--- src/rtl/rom_arbiter.sv ---
// Round-robin burst arbiter in front of a single-port 512x8 synchronous ROM.
// Two requesters share the ROM: one burst of 1..16 words at a time, one word per cycle.
module rom_arbiter #(
    parameter int ADDR_W = 9,
    parameter int DATA_W = 8,
    parameter int LEN_W  = 5
) (
    input  logic              CLK,
    input  logic              RST_N,
    input  logic              Req0,
    input  logic              Req1,
    input  logic [ADDR_W-1:0] Addr0,
    input  logic [ADDR_W-1:0] Addr1,
    input  logic [LEN_W-1:0]  Len0,
    input  logic [LEN_W-1:0]  Len1,
    output logic              Gnt0,
    output logic              Gnt1,
    output logic              Valid0,
    output logic              Valid1,
    output logic [DATA_W-1:0] Data0,
    output logic [DATA_W-1:0] Data1,
    output logic              Done0,
    output logic              Done1,
    output logic              Busy,
    output logic [ADDR_W-1:0] Endereco,
    input  logic [DATA_W-1:0] Dados
);

    typedef enum logic {IDLE, BURST} state_t;

    // One return-path tag per issued ROM address.
    typedef struct packed {
        logic valid;
        logic owner;
        logic last;
    } tag_t;

    localparam logic [LEN_W-1:0] LEN_ONE = LEN_W'(1);
    localparam logic [LEN_W-1:0] LEN_MAX = LEN_W'(16);

    state_t            state, state_nx;
    logic              prio, prio_nx;
    logic              owner, owner_nx;
    logic              win;
    logic              gnt0_nx, gnt1_nx;
    logic [LEN_W-1:0]  cnt, cnt_nx, sel_len;
    logic [ADDR_W-1:0] addr_nx;
    tag_t              issue, s1, s2;

    // A zero length still fetches one word; anything above 16 is clipped.
    function automatic logic [LEN_W-1:0] len_eff(input logic [LEN_W-1:0] len);
        if (len == '0)
            return LEN_ONE;
        else if (len > LEN_MAX)
            return LEN_MAX;
        else
            return len;
    endfunction

    // NOTE: every signal written here gets a default first, so no path leaves
    // a value unassigned and no latch is inferred.
    always_comb begin
        state_nx = state;
        prio_nx  = prio;
        owner_nx = owner;
        cnt_nx   = cnt;
        addr_nx  = Endereco;
        gnt0_nx  = 1'b0;
        gnt1_nx  = 1'b0;
        issue    = '0;
        win      = (Req0 && Req1) ? prio : Req1;
        sel_len  = len_eff(win ? Len1 : Len0);

        case (state)
            IDLE: begin
                if (Req0 || Req1) begin
                    addr_nx     = win ? Addr1 : Addr0;
                    cnt_nx      = sel_len - LEN_ONE;
                    owner_nx    = win;
                    prio_nx     = ~win;
                    gnt0_nx     = ~win;
                    gnt1_nx     = win;
                    issue.valid = 1'b1;
                    issue.owner = win;
                    issue.last  = (sel_len == LEN_ONE);
                    state_nx    = (sel_len == LEN_ONE) ? IDLE : BURST;
                end
            end
            BURST: begin
                // Requests are not looked at here; a held request waits for IDLE.
                addr_nx     = Endereco + 1'b1;
                cnt_nx      = cnt - LEN_ONE;
                issue.valid = 1'b1;
                issue.owner = owner;
                issue.last  = (cnt == LEN_ONE);
                if (cnt == LEN_ONE)
                    state_nx = IDLE;
            end
        endcase
    end

    // NOTE: state registers use non-blocking assignments so every flop samples
    // the pre-edge values and simulation matches the synthesized hardware.
    always_ff @(posedge CLK or negedge RST_N) begin
        if (!RST_N) begin
            state    <= IDLE;
            prio     <= 1'b0;
            owner    <= 1'b0;
            cnt      <= '0;
            Endereco <= '0;
            Gnt0     <= 1'b0;
            Gnt1     <= 1'b0;
        end else begin
            state    <= state_nx;
            prio     <= prio_nx;
            owner    <= owner_nx;
            cnt      <= cnt_nx;
            Endereco <= addr_nx;
            Gnt0     <= gnt0_nx;
            Gnt1     <= gnt1_nx;
        end
    end

    // Stage 1 tracks the address being presented, stage 2 the cycle the ROM
    // drives its data, after which the word is latched for its owner.
    // NOTE: the tags and output data are reset too, so a reset mid-burst drops
    // every in-flight word instead of letting it surface after release.
    always_ff @(posedge CLK or negedge RST_N) begin
        if (!RST_N) begin
            s1     <= '0;
            s2     <= '0;
            Valid0 <= 1'b0;
            Valid1 <= 1'b0;
            Done0  <= 1'b0;
            Done1  <= 1'b0;
            Data0  <= '0;
            Data1  <= '0;
        end else begin
            s1     <= issue;
            s2     <= s1;
            Valid0 <= s2.valid && !s2.owner;
            Valid1 <= s2.valid &&  s2.owner;
            Done0  <= s2.valid && !s2.owner && s2.last;
            Done1  <= s2.valid &&  s2.owner && s2.last;
            if (s2.valid && !s2.owner)
                Data0 <= Dados;
            if (s2.valid && s2.owner)
                Data1 <= Dados;
        end
    end

    assign Busy = (state == BURST) || s1.valid || s2.valid || Valid0 || Valid1;

endmodule

--- config.mk ---
export PLATFORM = sky130hd
export DESIGN_NAME = rom_arbiter
export DESIGN_NICKNAME = d
export VERILOG_FILES = /design/src/rtl/rom_arbiter.sv
export SDC_FILE = /design/constraint.sdc
export NUM_CORES = 1
export LEC_CHECK = 0
export CELL_PAD_IN_SITES_DETAIL_PLACEMENT = 1
export CELL_PAD_IN_SITES_GLOBAL_PLACEMENT = 2
export CORE_ASPECT_RATIO = 0.6
export CORE_UTILIZATION = 31
export DETAILED_ROUTE_END_ITERATION = 10
export PLACE_DENSITY = 0.86
export SLEW_MARGIN = 10
export SYNTH_ARGS = -nofsm -noshare
export SYNTH_HDL_FRONTEND = slang
export SYNTH_SLANG_ARGS = --single-unit
--- constraint.sdc ---
create_clock -name CLK -period 5.24 [get_ports CLK]
set_clock_uncertainty 0.2 [all_clocks]
set_input_delay 1.048 -clock CLK [delete_from_list [all_inputs] [get_ports CLK]]
set_output_delay 1.048 -clock CLK [all_outputs]
set_load 0.005 [all_outputs]
### Yosys cells after proc, flatten, opt, wreduce, memory -nomap -nowiden

Index checks and enable logic that the tools add are counted.

* word-level logic and storage cells: 60
* bits of input ports: 40
* register bits after elaboration: 45

* order comparisons: 1
* bitwise operators: 2
* $add $sub $neg: 3
* reductions and logical operators: 13
* multiplexer cells: 19
* equal/unequal tests: 3

Operator list (count)
* two-way mux 5 bit: 4
* two-way mux 9 bit: 2
* one-hot mux 9 bit (2 select lines): 1
* equality test 5 x 1 -> 1 bit, second input constant: 2
* one-hot mux 5 bit (2 select lines): 1
* subtractor 5 x 1 -> 5 bit, second input constant: 2
* adder 9 x 1 -> 9 bit, second input constant: 1
* two-way mux 1 bit: 8
* one-hot mux 3 bit (2 select lines): 1
* greater-than comparator 5 bit, second input constant: 1
* logical AND 1 bit: 5
* zero test 5 bit: 1
* logical OR 1 bit: 5
* two-way mux 3 bit: 1
* != test 2 bit, second input constant: 1
* NOT 1 bit: 2
* one-hot mux 1 bit (2 select lines): 1
* AND reduction 2 bit: 1
* zero test 1 bit: 1

### Logic depth before layout (Yosys ltp)

Gate-level depths: netlist of run 1.

* depth in word-level cells: 10
* gate-level depth with buffers: 8
* depth with buffers taken out: 8

### Worst setup path after synthesis of run 1

Ideal clock, no wire load.

* kind: input-to-reg
* start: input port Req0
* end: register cnt[1]
* cell stages on the path: 8
* slack: 2.493 ns
* arrival: 2.410 ns
* library setup time: 0.137 ns
* required time: 4.903 ns
* path through: and2b_2 -> nor2_1 -> mux2_2 -> nand2_1 -> ha_1 -> and2_0 -> a211oi_1 -> a21oi_1

* longest elaborated chain between the ends: 9
* elaborated cells between the ends (all ways): 12
* classes of those cells: add/sub (1); order compare (1); eq/ne (1); mux (6); reduce/logical (3)

RTL lines
* from (decl): line 10 `input logic Req0,`
* logical AND 1 bit: line 71 `win = (Req0 && Req1) ? prio : Req1;`
* two-way mux 1 bit: line 71
* two-way mux 5 bit: line 72 `sel_len = len_eff(win ? Len1 : Len0);`
* greater-than comparator 5 bit: line 54 `else if (len > LEN_MAX)`
* two-way mux 5 bit: line 54
* two-way mux 5 bit: line 52 `if (len == '0)`
* subtractor 5 x 1 -> 5 bit: line 78 `cnt_nx = sel_len - LEN_ONE;`
* two-way mux 5 bit: line 76 `if (Req0 || Req1) begin`
* one-hot mux 5 bit (2 select lines): line 74 `case (state)`
* to (signal assigned): line 117 `cnt <= cnt_nx;`
* to (decl): line 46 `logic [LEN_W-1:0] cnt, cnt_nx, sel_len;`

Parallel ways exist; a longest one is shown, timed or not. The select of a mux whose other input is x is not followed.
A chain may end at the register's enable or synchronous reset.

### Worst setup path in the final report of run 1

* start: input port Req1
* end: register cnt[1]

* longest elaborated chain between the ends: 9
* elaborated cells between the ends (all ways): 12
* classes of those cells: add/sub (1); order compare (1); eq/ne (1); mux (6); reduce/logical (3)

RTL lines
* from (decl): line 11 `input logic Req1,`
* logical AND 1 bit: line 71
* two-way mux 1 bit: line 71
* two-way mux 5 bit: line 72
* greater-than comparator 5 bit: line 54
* two-way mux 5 bit: line 54
* two-way mux 5 bit: line 52
* subtractor 5 x 1 -> 5 bit: line 78
* two-way mux 5 bit: line 76
* one-hot mux 5 bit (2 select lines): line 74

Parallel ways exist; a longest one is shown, timed or not. The select of a mux whose other input is x is not followed.

==> results.txt, run 1 <==
----------------------------------------------------
[Timing]
  TNS Setup ... 0 ns
  Number of pins with negative max-slew slack in the final report ... 0
  Count of final setup violators ... 0
  Crit path time final ... between 3 and 4 ns
  Unrepaired setup endpoints after global routing ... no
  Final worst slack ... 1.417 ns
  Final-report hold violation count ... 0
  Final worst-path cycle share ... 0.7296
  Tightest slew margin relative to the limit ... 0.3084
  F_max ... ~260 MHz
  Worst-margin pin slew ... 1.037 ns

[Setup path]
  Logic depth of the worst register-to-register path ... 8
  Startpoint of the most critical register-to-register path ... prio
  Worst Setup Path Type ... primary input to register
  Worst path slowest cell ... sky130_fd_sc_hd__clkdlybuf4s50_1
  Most used cell, CP ... sky130_fd_sc_hd__nand2_1
  Max incr delay on CP ... approximately 0.83 ns
  FF-to-FF End ... cnt[1]
  Element type at the critical path end ... register
  Signal arrival time at the worst endpoint ... 3.74 ns
  Worst path cell trace ... clkdlybuf4s50_1 -> nand2_1 -> mux2i_1 -> nand2_1 -> ha_1 -> and2_0 -> a211oi_1 -> a21oi_1
  Type of element launching the critical path ... primary input
  Dominant delay contributor by cell family on the critical path ... buffers and inverters
  Highest fanout seen on the critical path ... 16
  R2R setup slack ... 2.49 ns
  Req. time, crit path ... 5.16 ns
  Buffer and inverter count on the worst path ... 1

[Clock network]
  CTS tree ... yes
  Hold_buf cts ... 0
  Number of clock buffers inserted by TritonCTS ... 5
  Number of buffers inserted by post-CTS setup repair ... 0
  Deepest level of the CTS H-tree ... 2
  Number of clock sinks ... 45
  Total of cells resized after clock tree synthesis ... 0
  Root buf cell ... sky130_fd_sc_hd__clkbuf_16
  Maximum buffer depth of the clock tree ... 2
  Source-to-sink clock delay at the later pin of the worst-skew pair ... 0.28 ns
  Reg clk slew, reported paths ... roughly 0.060 ns

[Route]
  Drt drc ... 0
  Starting DRT DRC Count ... 80
  Wire length per cell ... ~17 um
  Post-detailed-routing wire length ... roughly 6300 um
  Number of nets still failing antenna checks after routing ... 0
  Via density per instance ... 5.129
  Number of vias in the routed layout ... 1862
  First-pass DRT Iterations ... 4

[Power and ir drop]
  Standby leakage power ... approximately 1.3 nW
  Power per cell area ... 450.3 nW/um2
  Max rail drop VDD ... 0.1745 mV

[Hold path]
  Min-delay worst type ... register to register
  Sink of the worst hold path ... s2[0]
  Depth of the worst hold-timing path ... 0
  Worst min-delay path startpoint ... s1[0]

[Floorplanning]
  Die area ... 7687 um2
  Count of boundary I/O pins ... about 70
  Chip Height ... 68.32 um
  Die width ... approximately 110 um
  Effective utilization at floorplan ... 0.3304
  Core Footprint ... around 7000 um2
  Number of cell rows ... 23

[Global routing]
  Gr usage total ... 0.1743
  Wire length of the first global-routing pass ... 10150 um
  Largest net degree at the start of global routing ... 46
  Via count of the first global-routing pass ... 1876
  Total grt overflow ... 0
  Number of antenna violations at the first check in global routing ... 0

[Yosys]
  Post-Syn Instances ... 207
  Fraction of registers with async set/reset ... 1.000
  Netlist Area Pre-Place ... 2272 um2
  Flop and latch count out of synthesis ... 45
  Distinct cell type count after synthesis ... 50
  Number of flops mapped to enable cells by yosys ... 0
  Avg Synthesized Cell Area ... 10.98 um2
  Sequential element share of the synthesized area ... 0.4956
  Area share of the leading cell type in the synthesized netlist ... 0.4956
  Area leader, netlist ... sky130_fd_sc_hd__dfrtp_1
  YS warnings ... 0
  Post-Synthesis Net Count ... between 200 and 300
  Predominant post-synthesis flop cell ... sky130_fd_sc_hd__dfrtp_1
  Synth top area cells ... sky130_fd_sc_hd__dfrtp_1 (50%), sky130_fd_sc_hd__mux2_2 (8.4%), sky130_fd_sc_hd__a211oi_1 (3.0%), sky130_fd_sc_hd__and3_1 (2.8%), sky130_fd_sc_hd__ha_1 (2.8%)

[Placed design]
  Weighted congestion at the end of routability-driven global placement ... 0.8198
  Total of buffers placed on input and output ports ... 71
  Cell area reported after detailed placement ... 3030 um2
  Hpwl dp ... 4685 um
  Post-Place Worst Slack ... 1.168 ns

[Finish]
  N_diodes ... 0
  Layout cells sized above 1 ... 0.1196
  # nets final ... 320
  Post-layout instance area ... between 3000 and 4000 um2
  Commonest cells after routing, fill and taps aside ... sky130_fd_sc_hd__clkdlybuf4s50_1 (70), sky130_fd_sc_hd__dfrtp_1 (45), sky130_fd_sc_hd__mux2_2 (17)
  Most common cell after layout, fill and taps aside ... sky130_fd_sc_hd__clkdlybuf4s50_1
  Area growth, synth to finish ... 39.81%

[Status]
  Result of the run ... completed

[Run]
  Max-cap violations ... 0

----------------------------------------------------
## registers in the layout, indices dropped and copies added (netlist names)
register / count
Endereco: 9
Data0: 8
Data1: 8
cnt: 5
s1: 3
s2: 3
Done0: 1
Done1: 1
Gnt0: 1
Gnt1: 1
Valid0: 1
Valid1: 1
owner: 1
prio: 1
state: 1
## kinds of logic after synthesis
logic type	Yosys count	share of synthesized area
DFF	45	0.4956
AOI/OAI and AO/OA	48	0.1619
xor gates and xnor gates	8	0.03083
buffers and inverters	18	0.03800
adders and majority gates	5	0.02753
muxes	19	0.09306
and+or+nand+nor	64	0.1531
## synth_stat cells, types with 3 or more instances
master	number
sky130_fd_sc_hd__a21o_1	4
sky130_fd_sc_hd__nor3_1	8
sky130_fd_sc_hd__mux2_2	17
sky130_fd_sc_hd__o2bb2ai_1	4
sky130_fd_sc_hd__o22ai_1	3
sky130_fd_sc_hd__inv_1	8
sky130_fd_sc_hd__ha_1	5
sky130_fd_sc_hd__nand3_1	3
sky130_fd_sc_hd__xnor2_1	4
sky130_fd_sc_hd__o31ai_1	4
sky130_fd_sc_hd__and3_1	10
sky130_fd_sc_hd__buf_2	4
sky130_fd_sc_hd__o21bai_1	4
sky130_fd_sc_hd__nand2_1	13
sky130_fd_sc_hd__nor2_1	12
sky130_fd_sc_hd__xor2_1	4
sky130_fd_sc_hd__dfrtp_1	45
sky130_fd_sc_hd__o21ai_0	4
sky130_fd_sc_hd__a211oi_1	9
sky130_fd_sc_hd__a21oi_1	5
## worst reg2reg max path: stages, from the launching register on
cell                       delay, ns
sky130_fd_sc_hd__dfrtp_1        0.39
sky130_fd_sc_hd__nand2b_4       0.21
sky130_fd_sc_hd__nand2_1        0.46
sky130_fd_sc_hd__mux2i_1        0.42
sky130_fd_sc_hd__nand2_1        0.16
sky130_fd_sc_hd__ha_1           0.31
sky130_fd_sc_hd__and2_0         0.13
sky130_fd_sc_hd__a211oi_1       0.22
sky130_fd_sc_hd__a21oi_1        0.08
## worst max path at each step
stage / start / endpoint / cells after the start / slack, ns
after global placement: Req1 / cnt[1] / 8 / 1.39
after CTS: Req1 / cnt[1] / 8 / 1.45
after global routing: Req1 / cnt[1] / 8 / 1.23
final: Req1 / cnt[1] / 8 / 1.42
after floorplan: Req0 / cnt[1] / 8 / 2.49
after detailed placement: Req1 / cnt[1] / 8 / 1.17
## per-stage QoR
step                hold WS [ns]  power [mW]  instances    util
floorplan                 0.1312      0.8368        207       -
global placement          0.1376       1.104        355  0.4406
detailed placement        0.1435       1.123        355  0.4406
CTS                       0.1587       1.445        363  0.4619
global route              0.1642       1.522        363  0.4619
finish                    0.1556       1.430        363  0.4619
## area by class of cell
type                       instances  area, um2
fill                             766       3701
timing repair buffer              71      705.7
tap                               87      108.9
inverter                           8      30.03
clock inverter                     3      21.27
sequential                        45       1126
clock buffer                       5      125.1
multi-input combinational        144       1060
## power breakdown
group	switching, mW	leakage (nW)	internal [mW]
registers	0.113	0.526	0.465
clock network	0.137	0.0702	0.178
logic	0.208	0.732	0.331
total	0.458	1.33	0.973
## metal layers
layer | track usage | share of wire
met2 | 0.2834 | 0.43
met1 | 0.2412 | 0.51
met3 | 0.03897 | 0.044
met5 | 0 | 0
met4 | 0.03500 | 0.0071
Note: power is estimated with default switching activity, not from simulation.
==> inputs of run 2 (changes only) <==
Settings changed: CORE_UTILIZATION 31 to 26, PLACE_DENSITY 0.86 to 0.77.
Clock period 5.24 ns to 3.3 ns, I/O delays scaled along.
==> run 2 against run 1 <==
  * Cell count grew 7.7%
  * Final area grew 2.4%
  * Worst hold slack lost 0.018 ns
  * Largest cell class unchanged
==> results.txt, run 2 (synthesis results as in run 1) <==
----------------------------------------------------
[Setup path]
  Element type at the critical path end ... register
  Max incr delay on CP ... 0.50 ns (-0.33 ns)
  R2R setup slack ... 0.98 ns (-1.51 ns)
  Signal arrival time at the worst endpoint ... 2.79 ns (-0.95 ns)
  FF-to-FF End ... cnt[1]
  Buffer and inverter count on the worst path ... 1 (unchanged)
  Dominant delay contributor by cell family on the critical path ... simple AND/OR/NAND/NOR gates
  Worst path slowest cell ... sky130_fd_sc_hd__clkdlybuf4s50_1
  Req. time, crit path ... 3.25 ns (-1.91 ns)
  Worst setup startpoint ... Req0
  Logic depth of the worst register-to-register path ... 8 (unchanged)
  Type of element launching the critical path ... primary input
  Worst Setup Path Type ... primary input to register
  Worst path cell trace ... clkdlybuf4s50_1 -> and2b_2 -> nor2_1 -> mux2_2 -> nand2_1 -> ha_1 -> and2_0 -> a211oi_1 -> a21oi_1
  Highest fanout seen on the critical path ... 5 (-11)
  Startpoint of the most critical register-to-register path ... prio

[Placed design]
  Post-Place Worst Slack ... 0.1813 ns (-0.9866 ns)
  Total of buffers placed on input and output ports ... 71 (unchanged)
  Hpwl dp ... 4963 um (+5.9%)
  Weighted congestion at the end of routability-driven global placement ... 0.7830 (-4.5%)
  Placed cell count ... 383 (+7.9%)

[Timing]
  Final-report hold violation count ... 0 (unchanged)
  F_max ... about 350 MHz
  Number of pins with negative max-slew slack in the final report ... 0 (unchanged)
  Worst-margin pin slew ... 0.8803 ns (-0.1572 ns)
  Count of final setup violators ... 0 (unchanged)
  Final worst-path cycle share ... 0.8607
  Worst hold slack across all endpoints ... 0.1378 ns (-0.01781 ns)
  Crit path time final ... 2.840 ns
  TNS Setup ... 0 ns (unchanged)
  Unrepaired setup endpoints after global routing ... no
  Final worst slack ... 0.4597 ns (-0.9572 ns)
  Tightest slew margin relative to the limit ... 0.4119 (+0.1036)

[Clock network]
  CTS tree ... yes
  Total of cells resized after clock tree synthesis ... 0 (unchanged)
  Root buf cell ... sky130_fd_sc_hd__clkbuf_16
  Maximum buffer depth of the clock tree ... 2 (unchanged)
  Number of buffers inserted by post-CTS setup repair ... 0 (unchanged)
  Source-to-sink clock delay at the later pin of the worst-skew pair ... 0.28 ns (about the same)
  Hold_buf cts ... 0 (unchanged)
  Number of clock buffers inserted by TritonCTS ... 5 (unchanged)
  Number of clock sinks ... 45 (unchanged)
  Reg clk slew, reported paths ... 0.06 ns (about the same)
  Deepest level of the CTS H-tree ... 2 (unchanged)

[Route]
  Drt drc ... 0 (unchanged)
  Number of vias in the routed layout ... 1847 (-0.81%)
  Via density per instance ... 4.724 (-7.9%)
  Post-detailed-routing wire length ... 6521 um (+2.8%)
  First-pass DRT Iterations ... 4 (unchanged)
  Number of nets still failing antenna checks after routing ... 0 (unchanged)
  Starting DRT DRC Count ... 61 (-24%)
  Wire length per cell ... 16.68 um (-4.5%)

[Power and ir drop]
  Net Switching ... 0.7194 mW (+57%)
  Max rail drop VDD ... 0.3798 mV (+120%)
  Share of total power in sequential cells ... 0.402 (about the same)
  Final Total Pwr ... 2.269 mW (+59%)
  Internal power of the cells ... 1.550 mW (+59%)
  Comb pwr share ... 0.384 (+0.008)
  Net switching share of the total power ... 0.3171 (-0.002831)
  Power per cell area ... 697.7 nW/um2 (+55%)
  Standby leakage power ... 1.360 nW (+2.5%)
  Clock power frac ... 0.213 (-0.007)

[Floorplanning]
  Die area ... 9129 um2 (+19%)
  Die width ... 122.7 um (+9.0%)
  Core Footprint ... 8164 um2 (+19%)
  Effective utilization at floorplan ... 0.2783 (-0.05205)
  Chip Height ... 74.41 um (+8.9%)
  Count of boundary I/O pins ... 72 (unchanged)
  Number of cell rows ... 25 (+8.7%)

[Finish]
  Most common cell after layout, fill and taps aside ... sky130_fd_sc_hd__clkdlybuf4s50_1
  Area growth, synth to finish ... 43.12%
  N_diodes ... 0 (unchanged)
  Number of flip-flops in the largest register ... 9 (unchanged)
  Regs by FF count ... Endereco x9, Data0 x8, Data1 x8
  Number of standard cells in the layout, taps in and fillers out ... 391 (+7.7%)
  Seq. cell area ... 1126 um2 (unchanged)
  Number of inserted filler cells in the final layout ... 890 (+16%)
  Layout cells sized above 1 ... 0.1413 (+0.02178)
  Commonest cells after routing, fill and taps aside ... sky130_fd_sc_hd__clkdlybuf4s50_1 (70), sky130_fd_sc_hd__dfrtp_1 (45), sky130_fd_sc_hd__mux2_2 (17)
  # nets final ... 327 (+2.2%)
  Most flop-heavy register ... Endereco
  Footprint of the multi-input gates ... 1060 um2 (unchanged)

[Global routing]
  Total grt overflow ... 0 (unchanged)
  Largest net degree at the start of global routing ... 27 (-41%)
  Number of antenna violations at the first check in global routing ... 0 (unchanged)
  Via count of the first global-routing pass ... 1986 (+5.9%)
  Gr usage total ... 0.1512 (-0.02309)
  Wire length of the first global-routing pass ... 10430 um (+2.8%)

[Status]
  Result of the run ... completed

[Hold path]
  Min-delay worst type ... primary input to async pin

[Run]
  Max-cap violations ... 0 (unchanged)

----------------------------------------------------
## run 2: cell count changes in the layout (fill, tap and decap cells not counted), sizes merged
cell and delta:
clkinv +1, buf +7, inv -1
## run 2: power groups by stage
stage | Combinational [mW] | Sequential, mW | Clock, mW
global route | 0.967 | 0.941 | 0.527
finish | 0.872 | 0.913 | 0.484
global placement | 0.867 | 0.915 | 0
floorplan | 0.440 | 0.889 | 0
detailed placement | 0.886 | 0.922 | 0
CTS | 0.891 | 0.916 | 0.498
## run 2: metrics by stage
stage | util | instance area [um2]
final | 0.3983 | 3252
after global routing | 0.3983 | 3252
after CTS | 0.3983 | 3252
after detailed placement | 0.3808 | 3109
after global placement | 0.3808 | 3109
after floorplan | - | 2272
## run 2: final cells by class
class                   count  area share
multi-input cells         144      0.3259
flip-flops and latches     45      0.3463
repair buffers             78      0.2332
inverters                   8    0.009234
clock buffers               5     0.03848
well taps                 108     0.04155
clock inverters             3    0.005387
## run 2: worst max path at each step
stage / endpoint / cells after the start / slack (ns)
2_1_floorplan: cnt[1] / 8 / 0.94
3_3_place_gp: cnt[1] / 9 / 0.30
3_5_place_dp: cnt[1] / 9 / 0.18
4_1_cts: cnt[1] / 9 / 0.46
5_1_grt: cnt[1] / 9 / 0.30
6_report: cnt[1] / 9 / 0.46
## run 2: per-layer routing
layer	part of all wire	vias to the layer above	GRT usage	wire length, um
met2	0.45	35	0.2428	2931
met4	0.0018	0	0.01220	12
li1	-	900	-	-
met3	0.043	2	0.03681	281
met1	0.51	910	0.2148	3295
met5	0	-	0	0
==> inputs of run 3 (changes only) <==
Settings changed: CORE_UTILIZATION 26 to 28, CTS_CLUSTER_SIZE set to 16, PLACE_DENSITY 0.77 to 0.79.
Clock period 3.3 ns to 3 ns, I/O delays scaled along.
==> run 3 against run 2 <==
  * Non-clock buffer count increased by 3
  * Combinational power grew 11%
  * Clock-buffer cell count did not move
  * Flip-flop and latch count is the same
  * Sequential share of layout area decreased by 0.28 points
  * Sequential power rose by 8.9%
  * Routed wire length is 3.6% lower
  * Global-route usage up 0.67 points
  * Largest power group unchanged
  * First-iteration DRC count grew 28%
  * Critical endpoint unchanged
  * Worst hold slack better by 0.020 ns
  * Clock power rose by 15%
==> results.txt, run 3 (synthesis results as in run 1) <==
----------------------------------------------------
[Power and ir drop]
  Net switching share of the total power ... 0.3174 (+0.0003462)
  Net Switching ... 0.7999 mW (+11%)
  Final Total Pwr ... 2.520 mW (+11%)
  Share of total power in sequential cells ... 0.394 (-0.008)
  Internal power of the cells ... 1.720 mW (+11%)
  Standby leakage power ... 1.375 nW (+1.1%)
  Power per cell area ... 768.7 nW/um2 (+10%)
  Comb pwr share ... 0.385 (about the same)
  Max rail drop VDD ... 0.2598 mV (-32%)
  Clock power frac ... 0.221 (+0.008)

[Floorplanning]
  Die area ... 8491 um2 (-7.0%)
  Core Footprint ... 7851 um2 (-3.8%)
  Number of cell rows ... 25 (unchanged)
  Die width ... 118.3 um (-3.6%)
  Effective utilization at floorplan ... 0.2894 (+0.01109)
  Count of boundary I/O pins ... 72 (unchanged)
  Chip Height ... 71.78 um (-3.5%)

[Global routing]
  Wire length of the first global-routing pass ... 10460 um (+0.27%)
  Gr usage total ... 0.1580 (+0.006749)
  Total grt overflow ... 0 (unchanged)
  Largest net degree at the start of global routing ... 46 (+70%)
  Via count of the first global-routing pass ... 1997 (+0.55%)
  Number of antenna violations at the first check in global routing ... 0 (unchanged)

[Route]
  Number of vias in the routed layout ... 1884 (+2.0%)
  Number of nets still failing antenna checks after routing ... 0 (unchanged)
  Wire length per cell ... 15.95 um (-4.4%)
  Drt drc ... 0 (unchanged)
  Post-detailed-routing wire length ... 6285 um (-3.6%)
  Starting DRT DRC Count ... 78 (+28%)
  First-pass DRT Iterations ... 4 (unchanged)
  Via density per instance ... 4.782 (+1.2%)

[Finish]
  Most flop-heavy register ... Endereco
  Regs by FF count ... Endereco x9, Data0 x8, Data1 x8
  Layout cells sized above 1 ... 0.1503 (+0.009007)
  Most common cell after layout, fill and taps aside ... sky130_fd_sc_hd__clkdlybuf4s50_1
  Number of flip-flops in the largest register ... 9 (unchanged)
  N_diodes ... 0 (unchanged)
  # nets final ... 330 (+0.92%)
  Area growth, synth to finish ... 44.27%
  Commonest cells after routing, fill and taps aside ... sky130_fd_sc_hd__clkdlybuf4s50_1 (70), sky130_fd_sc_hd__dfrtp_1 (45), sky130_fd_sc_hd__mux2_2 (17)
  Post-layout instance area ... 3278 um2 (+0.81%)

[Timing]
  Worst-margin pin slew ... 0.5845 ns (-0.2958 ns)
  Final-report hold violation count ... 0 (unchanged)
  Count of final setup violators ... 0 (unchanged)
  Crit path time final ... 2.572 ns
  Number of pins with negative max-slew slack in the final report ... 0 (unchanged)
  Unrepaired setup endpoints after global routing ... no
  Final worst slack ... 0.4280 ns (-0.03169 ns)
  TNS Setup ... 0 ns (unchanged)
  Final worst-path cycle share ... 0.8573
  Tightest slew margin relative to the limit ... 0.6103 (+0.1984)
  F_max ... a little under 400 MHz

[Clock network]
  Total of cells resized after clock tree synthesis ... 0 (unchanged)
  Source-to-sink clock delay at the later pin of the worst-skew pair ... 0.29 ns (about the same)
  Hold_buf cts ... 0 (unchanged)
  Maximum buffer depth of the clock tree ... 2 (unchanged)
  Reg clk slew, reported paths ... 0.07 ns (about the same)
  Number of clock sinks ... 45 (unchanged)
  Number of buffers inserted by post-CTS setup repair ... 0 (unchanged)
  Deepest level of the CTS H-tree ... 2 (unchanged)
  Number of clock buffers inserted by TritonCTS ... 5 (unchanged)
  Root buf cell ... sky130_fd_sc_hd__clkbuf_16
  CTS tree ... yes

[Setup path]
  Type of element launching the critical path ... primary input
  Worst path cell trace ... clkdlybuf4s50_1 -> and2b_2 -> nor2_1 -> mux2_2 -> nand2_1 -> ha_1 -> and2_0 -> a211oi_1 -> a21oi_1
  Max incr delay on CP ... 0.46 ns (-0.04 ns)
  Element type at the critical path end ... register
  Req. time, crit path ... 2.97 ns (-0.28 ns)
  Highest fanout seen on the critical path ... 4 (-1)
  Dominant delay contributor by cell family on the critical path ... simple AND/OR/NAND/NOR gates
  Buffer and inverter count on the worst path ... 1 (unchanged)
  Worst Setup Path Type ... primary input to register
  Worst path slowest cell ... sky130_fd_sc_hd__clkdlybuf4s50_1
  Signal arrival time at the worst endpoint ... 2.54 ns (-0.25 ns)

[Placed design]
  Total of buffers placed on input and output ports ... 71 (unchanged)
  Hpwl dp ... 4628 um (-6.8%)
  Weighted congestion at the end of routability-driven global placement ... 0.7685 (-1.9%)
  Post-Place Worst Slack ... 0.1065 ns (-0.07485 ns)
  Cell area reported after detailed placement ... 3132 um2 (+0.72%)

[Run]
  Max-cap violations ... 0 (unchanged)

[Status]
  Result of the run ... completed

[Hold path]
  Min-delay worst type ... register to register

----------------------------------------------------
run 3: cell count changes in the layout (fill, tap and decap cells not counted):
| cell | change |
|---|---|
| sky130_fd_sc_hd__buf_4 | +3 |
| sky130_fd_sc_hd__clkinv_2 | -1 |
| sky130_fd_sc_hd__inv_6 | +1 |
run 3: path summary, 6_finish.rpt:
kind,start,endpoint,slack [ns],cells past startpoint
max in group asynchronous,RST_N,owner,2.01,2
setup / recovery,Req0,cnt[1],0.43,9
min in group asynchronous,RST_N,Endereco[8],0.20,2
hold / removal,s1[1],s2[1],0.16,0
hold reg to reg,s1[1],s2[1],0.16,0
setup reg to reg,prio,cnt[1],0.81,8
run 3: routing by layer:
layer / vias up / share of wire / track usage
li1: 906 / - / -
met5: - / 0 / 0
met2: 56 / 0.40 / 0.2222
met3: 9 / 0.057 / 0.04459
met1: 913 / 0.53 / 0.2321
met4: 0 / 0.014 / 0.04843
run 3: cell type report:
cell class,instances,area (um2)
clock buffers,5,125.1
inverters,8,30.03
clock inverters,3,21.27
flip-flops and latches,45,1126
repair buffers,81,780.7
multi-input cells,144,1060
fillers,853,4573
well taps,108,135.1
run 3: worst reg2reg max path: cells and delay by family (launching register included):
family	cells	cell delay, ns
flip-flops	1	0.37
multiplexers	1	0.36
AND/OR/NAND/NOR	4	0.64
AO/OA/AOI/OAI	2	0.27
adder cells (fa/ha/maj)	1	0.23
run 3: power groups by stage:
stage                     clock network [mW]  registers, mW  logic, mW
after CTS                              0.573          0.996      0.983
after detailed placement                   0           1.00      0.975
after global placement                     0          0.995      0.957
final                                  0.556          0.994      0.970
after floorplan                            0          0.978      0.484
after global routing                   0.597           1.03       1.06
run 3: metrics by stage:
step	util	std cells	hold slack (ns)
finish	0.4175	394	0.1581
floorplan	-	207	0.1044
detailed placement	0.3989	386	0.1363
global route	0.4175	394	0.1697
global placement	0.3989	386	0.1360
CTS	0.4175	394	0.1577
